===== src/rtl/alu_sched_pkg.sv =====
`default_nettype none
// ============================================================================
// Package : alu_sched_pkg
// Shared entry type, ALU function codes and CDB wakeup helper for alu_rs_sched.
// Rev     : 1.0
// ============================================================================
package alu_sched_pkg;

  localparam int OPE_W    = 32;
  localparam int FUNC_W   = 17;
  localparam int TAG_BITS = 5;

  localparam logic [FUNC_W-1:0] FN_ADD = FUNC_W'(1);
  localparam logic [FUNC_W-1:0] FN_SUB = FUNC_W'(2);
  localparam logic [FUNC_W-1:0] FN_AND = FUNC_W'(3);
  localparam logic [FUNC_W-1:0] FN_OR  = FUNC_W'(4);

  typedef struct packed {
    logic                valid;
    logic [FUNC_W-1:0]   func;
    logic [TAG_BITS-1:0] tag;
    logic                src1_rdy;
    logic [TAG_BITS-1:0] src1_tag;
    logic [OPE_W-1:0]    src1_val;
    logic                src2_rdy;
    logic [TAG_BITS-1:0] src2_tag;
    logic [OPE_W-1:0]    src2_val;
  } rs_entry_t;

  // Capture a CDB broadcast into any source still waiting on that tag.
  function automatic rs_entry_t wake(input rs_entry_t e, input logic cdb_valid,
                                     input logic [TAG_BITS-1:0] cdb_tag,
                                     input logic [OPE_W-1:0] cdb_value);
    rs_entry_t r;
    r = e;
    if (cdb_valid && !r.src1_rdy && (r.src1_tag == cdb_tag)) begin
      r.src1_rdy = 1'b1;
      r.src1_val = cdb_value;
    end
    if (cdb_valid && !r.src2_rdy && (r.src2_tag == cdb_tag)) begin
      r.src2_rdy = 1'b1;
      r.src2_val = cdb_value;
    end
    return r;
  endfunction

endpackage
`default_nettype wire


===== src/rtl/alu_rs_sched_if.sv =====
`default_nettype none
// ============================================================================
// Interface : alu_rs_sched_if
// Dispatch, CDB, ALU-drive and writeback signals of the ALU scheduler.
// Rev       : 1.0
// ============================================================================
interface alu_rs_sched_if #(
  parameter int OPE   = 32,
  parameter int FUNC  = 17,
  parameter int TAG_W = 5
);
  logic             disp_valid;
  logic             disp_ready;
  logic [FUNC-1:0]  disp_func;
  logic [TAG_W-1:0] disp_tag;
  logic             disp_src1_rdy;
  logic [TAG_W-1:0] disp_src1_tag;
  logic [OPE-1:0]   disp_src1_val;
  logic             disp_src2_rdy;
  logic [TAG_W-1:0] disp_src2_tag;
  logic [OPE-1:0]   disp_src2_val;

  logic             cdb_valid;
  logic [TAG_W-1:0] cdb_tag;
  logic [OPE-1:0]   cdb_value;

  logic [FUNC-1:0]  op_func1;
  logic [FUNC-1:0]  op_func2;
  logic [OPE-1:0]   operand11;
  logic [OPE-1:0]   operand12;
  logic [OPE-1:0]   operand21;
  logic [OPE-1:0]   operand22;
  logic [OPE-1:0]   result1;
  logic [OPE-1:0]   result2;

  logic             wb1_valid;
  logic             wb1_ready;
  logic [TAG_W-1:0] wb1_tag;
  logic [OPE-1:0]   wb1_value;
  logic             wb2_valid;
  logic             wb2_ready;
  logic [TAG_W-1:0] wb2_tag;
  logic [OPE-1:0]   wb2_value;

  modport master (
    output disp_valid, disp_func, disp_tag,
    output disp_src1_rdy, disp_src1_tag, disp_src1_val,
    output disp_src2_rdy, disp_src2_tag, disp_src2_val,
    output cdb_valid, cdb_tag, cdb_value,
    output wb1_ready, wb2_ready,
    input  disp_ready,
    input  op_func1, op_func2, operand11, operand12, operand21, operand22,
    input  result1, result2,
    input  wb1_valid, wb1_tag, wb1_value, wb2_valid, wb2_tag, wb2_value
  );

  modport slave (
    input  disp_valid, disp_func, disp_tag,
    input  disp_src1_rdy, disp_src1_tag, disp_src1_val,
    input  disp_src2_rdy, disp_src2_tag, disp_src2_val,
    input  cdb_valid, cdb_tag, cdb_value,
    input  wb1_ready, wb2_ready,
    output disp_ready,
    output op_func1, op_func2, operand11, operand12, operand21, operand22,
    output result1, result2,
    output wb1_valid, wb1_tag, wb1_value, wb2_valid, wb2_tag, wb2_value
  );
endinterface
`default_nettype wire


===== src/rtl/alu_rs_select.sv =====
`default_nettype none
// ============================================================================
// Module : alu_rs_select
// Oldest-first pick of up to two eligible entries onto the free ALU lanes.
// Rev    : 1.0
// ============================================================================
module alu_rs_select #(
  parameter int ENTRIES = 4
) (
  input  logic [ENTRIES-1:0] eligible,
  input  logic [1:0]         lane_free,
  output logic [ENTRIES-1:0] grant1,
  output logic [ENTRIES-1:0] grant2,
  output logic               issue1,
  output logic               issue2
);

  logic [ENTRIES-1:0] oldest;
  logic [ENTRIES-1:0] next_oldest;

  always_comb begin
    oldest      = '0;
    next_oldest = '0;
    for (int i = 0; i < ENTRIES; i++) begin
      if (eligible[i]) begin
        if (oldest == '0) begin
          oldest[i] = 1'b1;
        end else if (next_oldest == '0) begin
          next_oldest[i] = 1'b1;
        end
      end
    end
  end

  // With lane 1 stalled the oldest candidate moves to lane 2 instead of waiting.
  always_comb begin
    grant1 = '0;
    grant2 = '0;
    if (lane_free[0]) begin
      grant1 = oldest;
      if (lane_free[1]) begin
        grant2 = next_oldest;
      end
    end else if (lane_free[1]) begin
      grant2 = oldest;
    end
    issue1 = |grant1;
    issue2 = |grant2;
  end

endmodule
`default_nettype wire


===== src/rtl/alu_unit.sv =====
`default_nettype none
// ============================================================================
// Module : alu_unit
// Dual-lane combinational ALU; unknown function codes produce zero.
// Rev    : 1.0
// ============================================================================
module alu_unit
  import alu_sched_pkg::*;
#(
  parameter int OPE  = 32,
  parameter int FUNC = 17
) (
  input  logic [FUNC-1:0] op_func1,
  input  logic [FUNC-1:0] op_func2,
  input  logic [OPE-1:0]  operand11,
  input  logic [OPE-1:0]  operand12,
  input  logic [OPE-1:0]  operand21,
  input  logic [OPE-1:0]  operand22,
  output logic [OPE-1:0]  result1,
  output logic [OPE-1:0]  result2
);

  function automatic logic [OPE-1:0] calc(input logic [FUNC-1:0] f,
                                          input logic [OPE-1:0] a,
                                          input logic [OPE-1:0] b);
    logic [OPE-1:0] r;
    case (f)
      FN_ADD:  r = a + b;
      FN_SUB:  r = a - b;
      FN_AND:  r = a & b;
      FN_OR:   r = a | b;
      default: r = '0;
    endcase
    return r;
  endfunction

  assign result1 = calc(op_func1, operand11, operand12);
  assign result2 = calc(op_func2, operand21, operand22);

endmodule
`default_nettype wire


===== src/rtl/alu_rs_sched.sv =====
`default_nettype none
// ============================================================================
// Module : alu_rs_sched
// Two-lane collapsing reservation station feeding alu_unit with CDB wakeup.
// Rev    : 1.0
// ============================================================================
module alu_rs_sched
  import alu_sched_pkg::*;
#(
  parameter int OPE     = OPE_W,
  parameter int FUNC    = FUNC_W,
  parameter int ENTRIES = 4,
  parameter int TAG_W   = TAG_BITS
) (
  input logic           clk,
  input logic           rst,
  alu_rs_sched_if.slave bus
);

  localparam int CNT_W = $clog2(ENTRIES + 1);
  localparam int IDX_W = $clog2(ENTRIES);

  rs_entry_t          q  [ENTRIES];
  rs_entry_t          nq [ENTRIES];
  rs_entry_t          incoming;
  logic [CNT_W-1:0]   count;
  logic [CNT_W-1:0]   count_next;
  logic [CNT_W-1:0]   kept;
  logic [ENTRIES-1:0] eligible;
  logic [ENTRIES-1:0] grant1;
  logic [ENTRIES-1:0] grant2;
  logic               issue1;
  logic               issue2;
  logic               free1;
  logic               free2;
  logic               disp_ready;
  logic               accept;

  logic [FUNC-1:0]    func1;
  logic [FUNC-1:0]    func2;
  logic [OPE-1:0]     opa1;
  logic [OPE-1:0]     opb1;
  logic [OPE-1:0]     opa2;
  logic [OPE-1:0]     opb2;
  logic [TAG_W-1:0]   sel_tag1;
  logic [TAG_W-1:0]   sel_tag2;
  logic [OPE-1:0]     result1;
  logic [OPE-1:0]     result2;

  logic               wb1_valid;
  logic [TAG_W-1:0]   wb1_tag;
  logic [OPE-1:0]     wb1_value;
  logic               wb2_valid;
  logic [TAG_W-1:0]   wb2_tag;
  logic [OPE-1:0]     wb2_value;

  assign disp_ready = (count < CNT_W'(ENTRIES));
  assign accept     = bus.disp_valid && disp_ready;
  assign free1      = !wb1_valid || bus.wb1_ready;
  assign free2      = !wb2_valid || bus.wb2_ready;

  // Eligibility uses registered readiness only, so a CDB hit issues a cycle later.
  for (genvar i = 0; i < ENTRIES; i++) begin : g_elig
    assign eligible[i] = q[i].valid && q[i].src1_rdy && q[i].src2_rdy;
  end

  alu_rs_select #(.ENTRIES(ENTRIES)) u_select (
    .eligible  (eligible),
    .lane_free ({free2, free1}),
    .grant1    (grant1),
    .grant2    (grant2),
    .issue1    (issue1),
    .issue2    (issue2)
  );

  always_comb begin
    func1    = '0;
    func2    = '0;
    opa1     = '0;
    opb1     = '0;
    opa2     = '0;
    opb2     = '0;
    sel_tag1 = '0;
    sel_tag2 = '0;
    for (int i = 0; i < ENTRIES; i++) begin
      if (grant1[i]) begin
        func1    = q[i].func;
        opa1     = q[i].src1_val;
        opb1     = q[i].src2_val;
        sel_tag1 = q[i].tag;
      end
      if (grant2[i]) begin
        func2    = q[i].func;
        opa2     = q[i].src1_val;
        opb2     = q[i].src2_val;
        sel_tag2 = q[i].tag;
      end
    end
  end

  alu_unit #(.OPE(OPE), .FUNC(FUNC)) u_alu (
    .op_func1  (func1),
    .op_func2  (func2),
    .operand11 (opa1),
    .operand12 (opb1),
    .operand21 (opa2),
    .operand22 (opb2),
    .result1   (result1),
    .result2   (result2)
  );

  always_comb begin
    incoming = '{valid:    1'b1,
                 func:     bus.disp_func,
                 tag:      bus.disp_tag,
                 src1_rdy: bus.disp_src1_rdy,
                 src1_tag: bus.disp_src1_tag,
                 src1_val: bus.disp_src1_val,
                 src2_rdy: bus.disp_src2_rdy,
                 src2_tag: bus.disp_src2_tag,
                 src2_val: bus.disp_src2_val};
  end

  // Survivors are compacted toward entry 0 in age order; the new op lands after them.
  always_comb begin
    kept = '0;
    for (int i = 0; i < ENTRIES; i++) begin
      nq[i] = '0;
    end
    for (int i = 0; i < ENTRIES; i++) begin
      if (q[i].valid && !(grant1[i] || grant2[i])) begin
        nq[kept[IDX_W-1:0]] = wake(q[i], bus.cdb_valid, bus.cdb_tag, bus.cdb_value);
        kept = kept + CNT_W'(1);
      end
    end
    if (accept) begin
      nq[kept[IDX_W-1:0]] = wake(incoming, bus.cdb_valid, bus.cdb_tag, bus.cdb_value);
    end
    count_next = kept + CNT_W'(accept);
  end

  always_ff @(posedge clk or posedge rst) begin
    if (rst) begin
      count <= '0;
      for (int i = 0; i < ENTRIES; i++) begin
        q[i] <= '0;
      end
    end else begin
      count <= count_next;
      for (int i = 0; i < ENTRIES; i++) begin
        q[i] <= nq[i];
      end
    end
  end

  always_ff @(posedge clk or posedge rst) begin
    if (rst) begin
      wb1_valid <= 1'b0;
      wb1_tag   <= '0;
      wb1_value <= '0;
      wb2_valid <= 1'b0;
      wb2_tag   <= '0;
      wb2_value <= '0;
    end else begin
      if (issue1) begin
        wb1_valid <= 1'b1;
        wb1_tag   <= sel_tag1;
        wb1_value <= result1;
      end else if (free1) begin
        wb1_valid <= 1'b0;
      end
      if (issue2) begin
        wb2_valid <= 1'b1;
        wb2_tag   <= sel_tag2;
        wb2_value <= result2;
      end else if (free2) begin
        wb2_valid <= 1'b0;
      end
    end
  end

  assign bus.disp_ready = disp_ready;
  assign bus.op_func1   = func1;
  assign bus.op_func2   = func2;
  assign bus.operand11  = opa1;
  assign bus.operand12  = opb1;
  assign bus.operand21  = opa2;
  assign bus.operand22  = opb2;
  assign bus.result1    = result1;
  assign bus.result2    = result2;
  assign bus.wb1_valid  = wb1_valid;
  assign bus.wb1_tag    = wb1_tag;
  assign bus.wb1_value  = wb1_value;
  assign bus.wb2_valid  = wb2_valid;
  assign bus.wb2_tag    = wb2_tag;
  assign bus.wb2_value  = wb2_value;

endmodule
`default_nettype wire


===== src/flat_wrapper.sv =====
// flat-port wrapper written by rule: the top's interface ports become plain ports
module alu_rs_sched_flat import alu_sched_pkg::*;
#(
  parameter int OPE     = OPE_W,
  parameter int FUNC    = FUNC_W,
  parameter int ENTRIES = 4,
  parameter int TAG_W   = TAG_BITS
)
  (clk, rst, bus_disp_valid, bus_disp_func, bus_disp_tag, bus_disp_src1_rdy, bus_disp_src1_tag, bus_disp_src1_val, bus_disp_src2_rdy, bus_disp_src2_tag, bus_disp_src2_val, bus_cdb_valid, bus_cdb_tag, bus_cdb_value, bus_wb1_ready, bus_wb2_ready, bus_disp_ready, bus_op_func1, bus_op_func2, bus_operand11, bus_operand12, bus_operand21, bus_operand22, bus_result1, bus_result2, bus_wb1_valid, bus_wb1_tag, bus_wb1_value, bus_wb2_valid, bus_wb2_tag, bus_wb2_value);
  alu_rs_sched_if #(.OPE(OPE), .FUNC(FUNC), .TAG_W(TAG_W)) bus_i ();
  input logic clk;
  input logic rst;
  input wire logic [$bits(bus_i.disp_valid)-1:0] bus_disp_valid;
  input wire logic [$bits(bus_i.disp_func)-1:0] bus_disp_func;
  input wire logic [$bits(bus_i.disp_tag)-1:0] bus_disp_tag;
  input wire logic [$bits(bus_i.disp_src1_rdy)-1:0] bus_disp_src1_rdy;
  input wire logic [$bits(bus_i.disp_src1_tag)-1:0] bus_disp_src1_tag;
  input wire logic [$bits(bus_i.disp_src1_val)-1:0] bus_disp_src1_val;
  input wire logic [$bits(bus_i.disp_src2_rdy)-1:0] bus_disp_src2_rdy;
  input wire logic [$bits(bus_i.disp_src2_tag)-1:0] bus_disp_src2_tag;
  input wire logic [$bits(bus_i.disp_src2_val)-1:0] bus_disp_src2_val;
  input wire logic [$bits(bus_i.cdb_valid)-1:0] bus_cdb_valid;
  input wire logic [$bits(bus_i.cdb_tag)-1:0] bus_cdb_tag;
  input wire logic [$bits(bus_i.cdb_value)-1:0] bus_cdb_value;
  input wire logic [$bits(bus_i.wb1_ready)-1:0] bus_wb1_ready;
  input wire logic [$bits(bus_i.wb2_ready)-1:0] bus_wb2_ready;
  output wire logic [$bits(bus_i.disp_ready)-1:0] bus_disp_ready;
  output wire logic [$bits(bus_i.op_func1)-1:0] bus_op_func1;
  output wire logic [$bits(bus_i.op_func2)-1:0] bus_op_func2;
  output wire logic [$bits(bus_i.operand11)-1:0] bus_operand11;
  output wire logic [$bits(bus_i.operand12)-1:0] bus_operand12;
  output wire logic [$bits(bus_i.operand21)-1:0] bus_operand21;
  output wire logic [$bits(bus_i.operand22)-1:0] bus_operand22;
  output wire logic [$bits(bus_i.result1)-1:0] bus_result1;
  output wire logic [$bits(bus_i.result2)-1:0] bus_result2;
  output wire logic [$bits(bus_i.wb1_valid)-1:0] bus_wb1_valid;
  output wire logic [$bits(bus_i.wb1_tag)-1:0] bus_wb1_tag;
  output wire logic [$bits(bus_i.wb1_value)-1:0] bus_wb1_value;
  output wire logic [$bits(bus_i.wb2_valid)-1:0] bus_wb2_valid;
  output wire logic [$bits(bus_i.wb2_tag)-1:0] bus_wb2_tag;
  output wire logic [$bits(bus_i.wb2_value)-1:0] bus_wb2_value;
  assign bus_i.disp_valid = bus_disp_valid;
  assign bus_i.disp_func = bus_disp_func;
  assign bus_i.disp_tag = bus_disp_tag;
  assign bus_i.disp_src1_rdy = bus_disp_src1_rdy;
  assign bus_i.disp_src1_tag = bus_disp_src1_tag;
  assign bus_i.disp_src1_val = bus_disp_src1_val;
  assign bus_i.disp_src2_rdy = bus_disp_src2_rdy;
  assign bus_i.disp_src2_tag = bus_disp_src2_tag;
  assign bus_i.disp_src2_val = bus_disp_src2_val;
  assign bus_i.cdb_valid = bus_cdb_valid;
  assign bus_i.cdb_tag = bus_cdb_tag;
  assign bus_i.cdb_value = bus_cdb_value;
  assign bus_i.wb1_ready = bus_wb1_ready;
  assign bus_i.wb2_ready = bus_wb2_ready;
  assign bus_disp_ready = bus_i.disp_ready;
  assign bus_op_func1 = bus_i.op_func1;
  assign bus_op_func2 = bus_i.op_func2;
  assign bus_operand11 = bus_i.operand11;
  assign bus_operand12 = bus_i.operand12;
  assign bus_operand21 = bus_i.operand21;
  assign bus_operand22 = bus_i.operand22;
  assign bus_result1 = bus_i.result1;
  assign bus_result2 = bus_i.result2;
  assign bus_wb1_valid = bus_i.wb1_valid;
  assign bus_wb1_tag = bus_i.wb1_tag;
  assign bus_wb1_value = bus_i.wb1_value;
  assign bus_wb2_valid = bus_i.wb2_valid;
  assign bus_wb2_tag = bus_i.wb2_tag;
  assign bus_wb2_value = bus_i.wb2_value;
  alu_rs_sched #(.OPE(OPE), .FUNC(FUNC), .ENTRIES(ENTRIES), .TAG_W(TAG_W)) u_core (.clk(clk), .rst(rst), .bus(bus_i));
endmodule

===== config.mk =====
export PLATFORM = sky130hd
export DESIGN_NAME = alu_rs_sched_flat
export DESIGN_NICKNAME = d
export VERILOG_FILES = /design/src/rtl/alu_sched_pkg.sv /design/src/rtl/alu_rs_sched_if.sv /design/src/rtl/alu_rs_select.sv /design/src/rtl/alu_unit.sv /design/src/rtl/alu_rs_sched.sv /design/src/flat_wrapper.sv
export SDC_FILE = /design/constraint.sdc
export NUM_CORES = 2
export LEC_CHECK = 0
export ABC_AREA = 1
export CORE_MARGIN = 2
export CORE_UTILIZATION = 30
export CTS_BUF_LIST = sky130_fd_sc_hd__clkbuf_4
export CTS_CLUSTER_DIAMETER = 40
export DETAILED_ROUTE_END_ITERATION = 8
export DONT_BUFFER_PORTS = 1
export PLACE_DENSITY = 0.41
export SYNTH_ARGS = -nofsm -noshare
export SYNTH_HDL_FRONTEND = slang
export SYNTH_HIERARCHICAL = 1
export SYNTH_SLANG_ARGS = --single-unit

===== constraint.sdc =====
create_clock -name clk -period 31.5 [get_ports clk]
set_clock_uncertainty 0.15 [all_clocks]
set_input_delay 3.15 -clock clk [delete_from_list [all_inputs] [get_ports clk]]
set_output_delay 3.15 -clock clk [all_outputs]
set_load 0.005 [all_outputs]

==> results.ini <==
[routing]
wire_per_inst_um = 29.4
drt_iter0_markers = 6368
ant_nets = 0
drc = 0
wl_mm = 281
first_pass_iters = 7
num_vias = 55200
viasPerCell = 5.77

[placement]
place_ws_ps = 18630
post-dp-hpwl_mm = 184
gp_congestion = 0.950
io_buffers = 0
dp.cells = 9239

[worst_setup_path]
arrival_ps = 9690
worstSetupEndpointType = output port
crit_fanout = 27
crit_type = primary input to output port
worstSetupStartpointType = primary input
required_ps = 28200

[cts]
worstSkewPairLatency_ps = 1240
root_buffer = clkbuf_4
path_clk_slew_ps = 50
cts_hold_buf = 0
cts_tree = yes
htree_levels = 4
cts_max_path_buffers = 3
cts.sinks = 473
cts_buffers = 170
post_cts_buffers = 0
cts_resized = 0

[floorplan]
die-area_mm2 = 0.154
start_util_pct = 30.2
dieWidth_um = 392
core_mm2 = 0.150
die_h_um = 392
fp-row-count = 142
ios = 444

[synth]
yosys.area_share.simple_pct = 37.7
synthTopCellsByArea = dfrtp_1, nand2_1, nand3_1
muxShareOfSynthArea_pct = 0
seq_area_frac_synth_pct = 26.2
synthArstFlopShare_pct = 100
postSynthAreaPerCell_um2 = 6.01
yosys.area.top_type_share_pct = 26.2
yosysMostFrequentCell = nand2_1
synthTopCellsByCount = nand2_1, inv_1, nand3_1, dfrtp_1, o21ai_0
synth_top_family_by_area = simple AND/OR/NAND/NOR gates
synth_area_mm2 = 0.0452
synth_seq_cells = 473
ys_types = 56
synth-xor-area-share_pct = 1.41
ys.flop_type = dfrtp_1
synth_area_leader_cell = dfrtp_1
syn_nets = 7748
synthCells = 7527
synth_edf_count = 0
synth_compound_area_share_pct = 18.6
synth_fa_ha_area_share_pct = 2.25
ys_warn_count = 6

[finish]
fin_cells = 9571
area_delta_synth_final_pct = 9.96
fin_nets = 7616
drive_above_1_share_pct = 8.21

[power_and_ir_drop]
power.density_mw_per_mm2 = 111
p_leak_nw = 25.8
peakVddDrop_v = 0.0000585

[sta]
report.final.slew_viol_count = 0
rsz0062_at_grt = no
fmax_mhz = 77.0
hold_viol = 0
period_minus_slack_ps = 12990
tightest_slew_ps = 1320
period_share_pct = 41.2
setup_violations = 0
worst_slack_ps = 18510
whs_ps = 343
tns_ps = 0
max_slew_margin_pct = 10.9

[grt]
gr-total-overflow = 0
grt_pass1_wl_mm = 392
antenna_found_initial = 31
gr-usage-all-layers_pct = 35.4
grt_pass1_vias = 52100
grt_max_degree = 91

[outcome]
outcome = complete, no violations

[job]
maxCapViolations = 0

[worst_hold_path]
hp-class = flop to flop

## logic make-up (layout without fill, tap and decap cells)
kind of cell               Yosys count  after routing
AOI/OAI and AO/OA                 1364           1364
xor gates and xnor gates            72             72
adders and majority gates           80             80
buffers and inverters             1592           1592
DFF                                473            473
other                                0             28
and+or+nand+nor                   3946           3946
## layout make-up
type	instances	area (um2)
sequential	473	11800
inverter	1083	4110
multi-input combinational	5462	27400
timing repair buffer	205	1540
clock buffer	250	1880
clock inverter	54	372
fill	16900	100000
tap	2016	2520
antenna	28	70.1
## where the power goes
| part | switching [W] | total, W | internal [W] | leakage (nW) |
|---|---|---|---|---|
| Clock | 0.000361 | 0.000763 | 0.000402 | 1.31 |
| Sequential | 0.000115 | 0.000936 | 0.000821 | 6.27 |
| Combinational | 0.00280 | 0.00381 | 0.00101 | 18.2 |
| Total | 0.00328 | 0.00551 | 0.00223 | 25.8 |
## cell usage in the layout, fill, tap and decap left out, types with 28 or more instances in the layout
cell type     n
nand2_1    2210
inv_1      1012
nand3_1     893
dfrtp_1     473
nor2_1      429
o21ai_0     409
nand4_1     277
o211ai_1    261
clkbuf_4    250
a21oi_1     211
buf_4       205
o221ai_1    142
o21ai_1     123
o22ai_1      83
ha_1         78
clkinv_1     71
xor2_1       65
a31oi_1      44
diode_2      28
inv_2        28
nor3_1       28
## per-layer routing
metal / track usage, % / wire, um / up-vias
li1: - / - / 24800
met2: 52.5 / 118000 / 3252
met4: 23.4 / 20300 / 26
met1: 44.1 / 111000 / 26300
met5: 0.159 / 181 / -
met3: 10.7 / 31600 / 763
## state kept, by name (all words and copies together), names as in the netlist
| name | cells |
|---|---|
| u_core/bus.wb1_tag | 5 |
| u_core/count | 1 |
| u_core/bus.wb2_value | 32 |
| u_core/bus.wb1_value | 32 |
| u_core/bus.wb1_valid | 1 |
| u_core/q | 396 |
| u_core/bus.wb2_tag | 5 |
| u_core/bus.wb2_valid | 1 |
## worst paths after layout
kind                                                  to  cells past startpoint  slack [ps]                     from
worst max-delay path                     bus_result1[13]                     26       18510            bus_wb1_ready
worst min-delay path             u_core/bus.wb2_value[6]                      2         340  u_core/bus.wb2_value[6]
worst max register to register  u_core/bus.wb2_value[31]                     34       23540            u_core/q[273]
worst min register to register   u_core/bus.wb2_value[6]                      2         340  u_core/bus.wb2_value[6]
max in group asynchronous                  u_core/q[181]                      4       26450                      rst
min in group asynchronous       u_core/bus.wb1_value[26]                      1        1650                      rst
## stage by stage
step / utilization, % / cell area, um2 / power (W)
2_1_floorplan: - / 45200 / 0.00334
3_3_place_gp: 31.7 / 47400 / 0.00467
3_5_place_dp: 31.7 / 47400 / 0.00466
4_1_cts: 33.2 / 49700 / 0.00544
5_1_grt: 33.2 / 49700 / 0.00590
6_report: 33.2 / 49800 / 0.00551
## critical path, cell delays in order
cell	delay, ps
inv_1	60
nand2_1	220
nand2_1	150
inv_1	140
inv_2	70
buf_4	410
nand2_4	450
inv_1	860
a221oi_1	200
o31ai_1	650
nor2_2	100
nand2_1	130
nor2_4	60
nand3_4	360
inv_1	300
or2_2	350
xor2_1	150
ha_1	390
nand2_1	100
nand2_1	60
a21oi_1	170
nand2_1	160
nand2_1	90
nand2_1	160
and2_1	190
o211ai_1	450
Note: power is estimated with default switching activity, not from simulation.
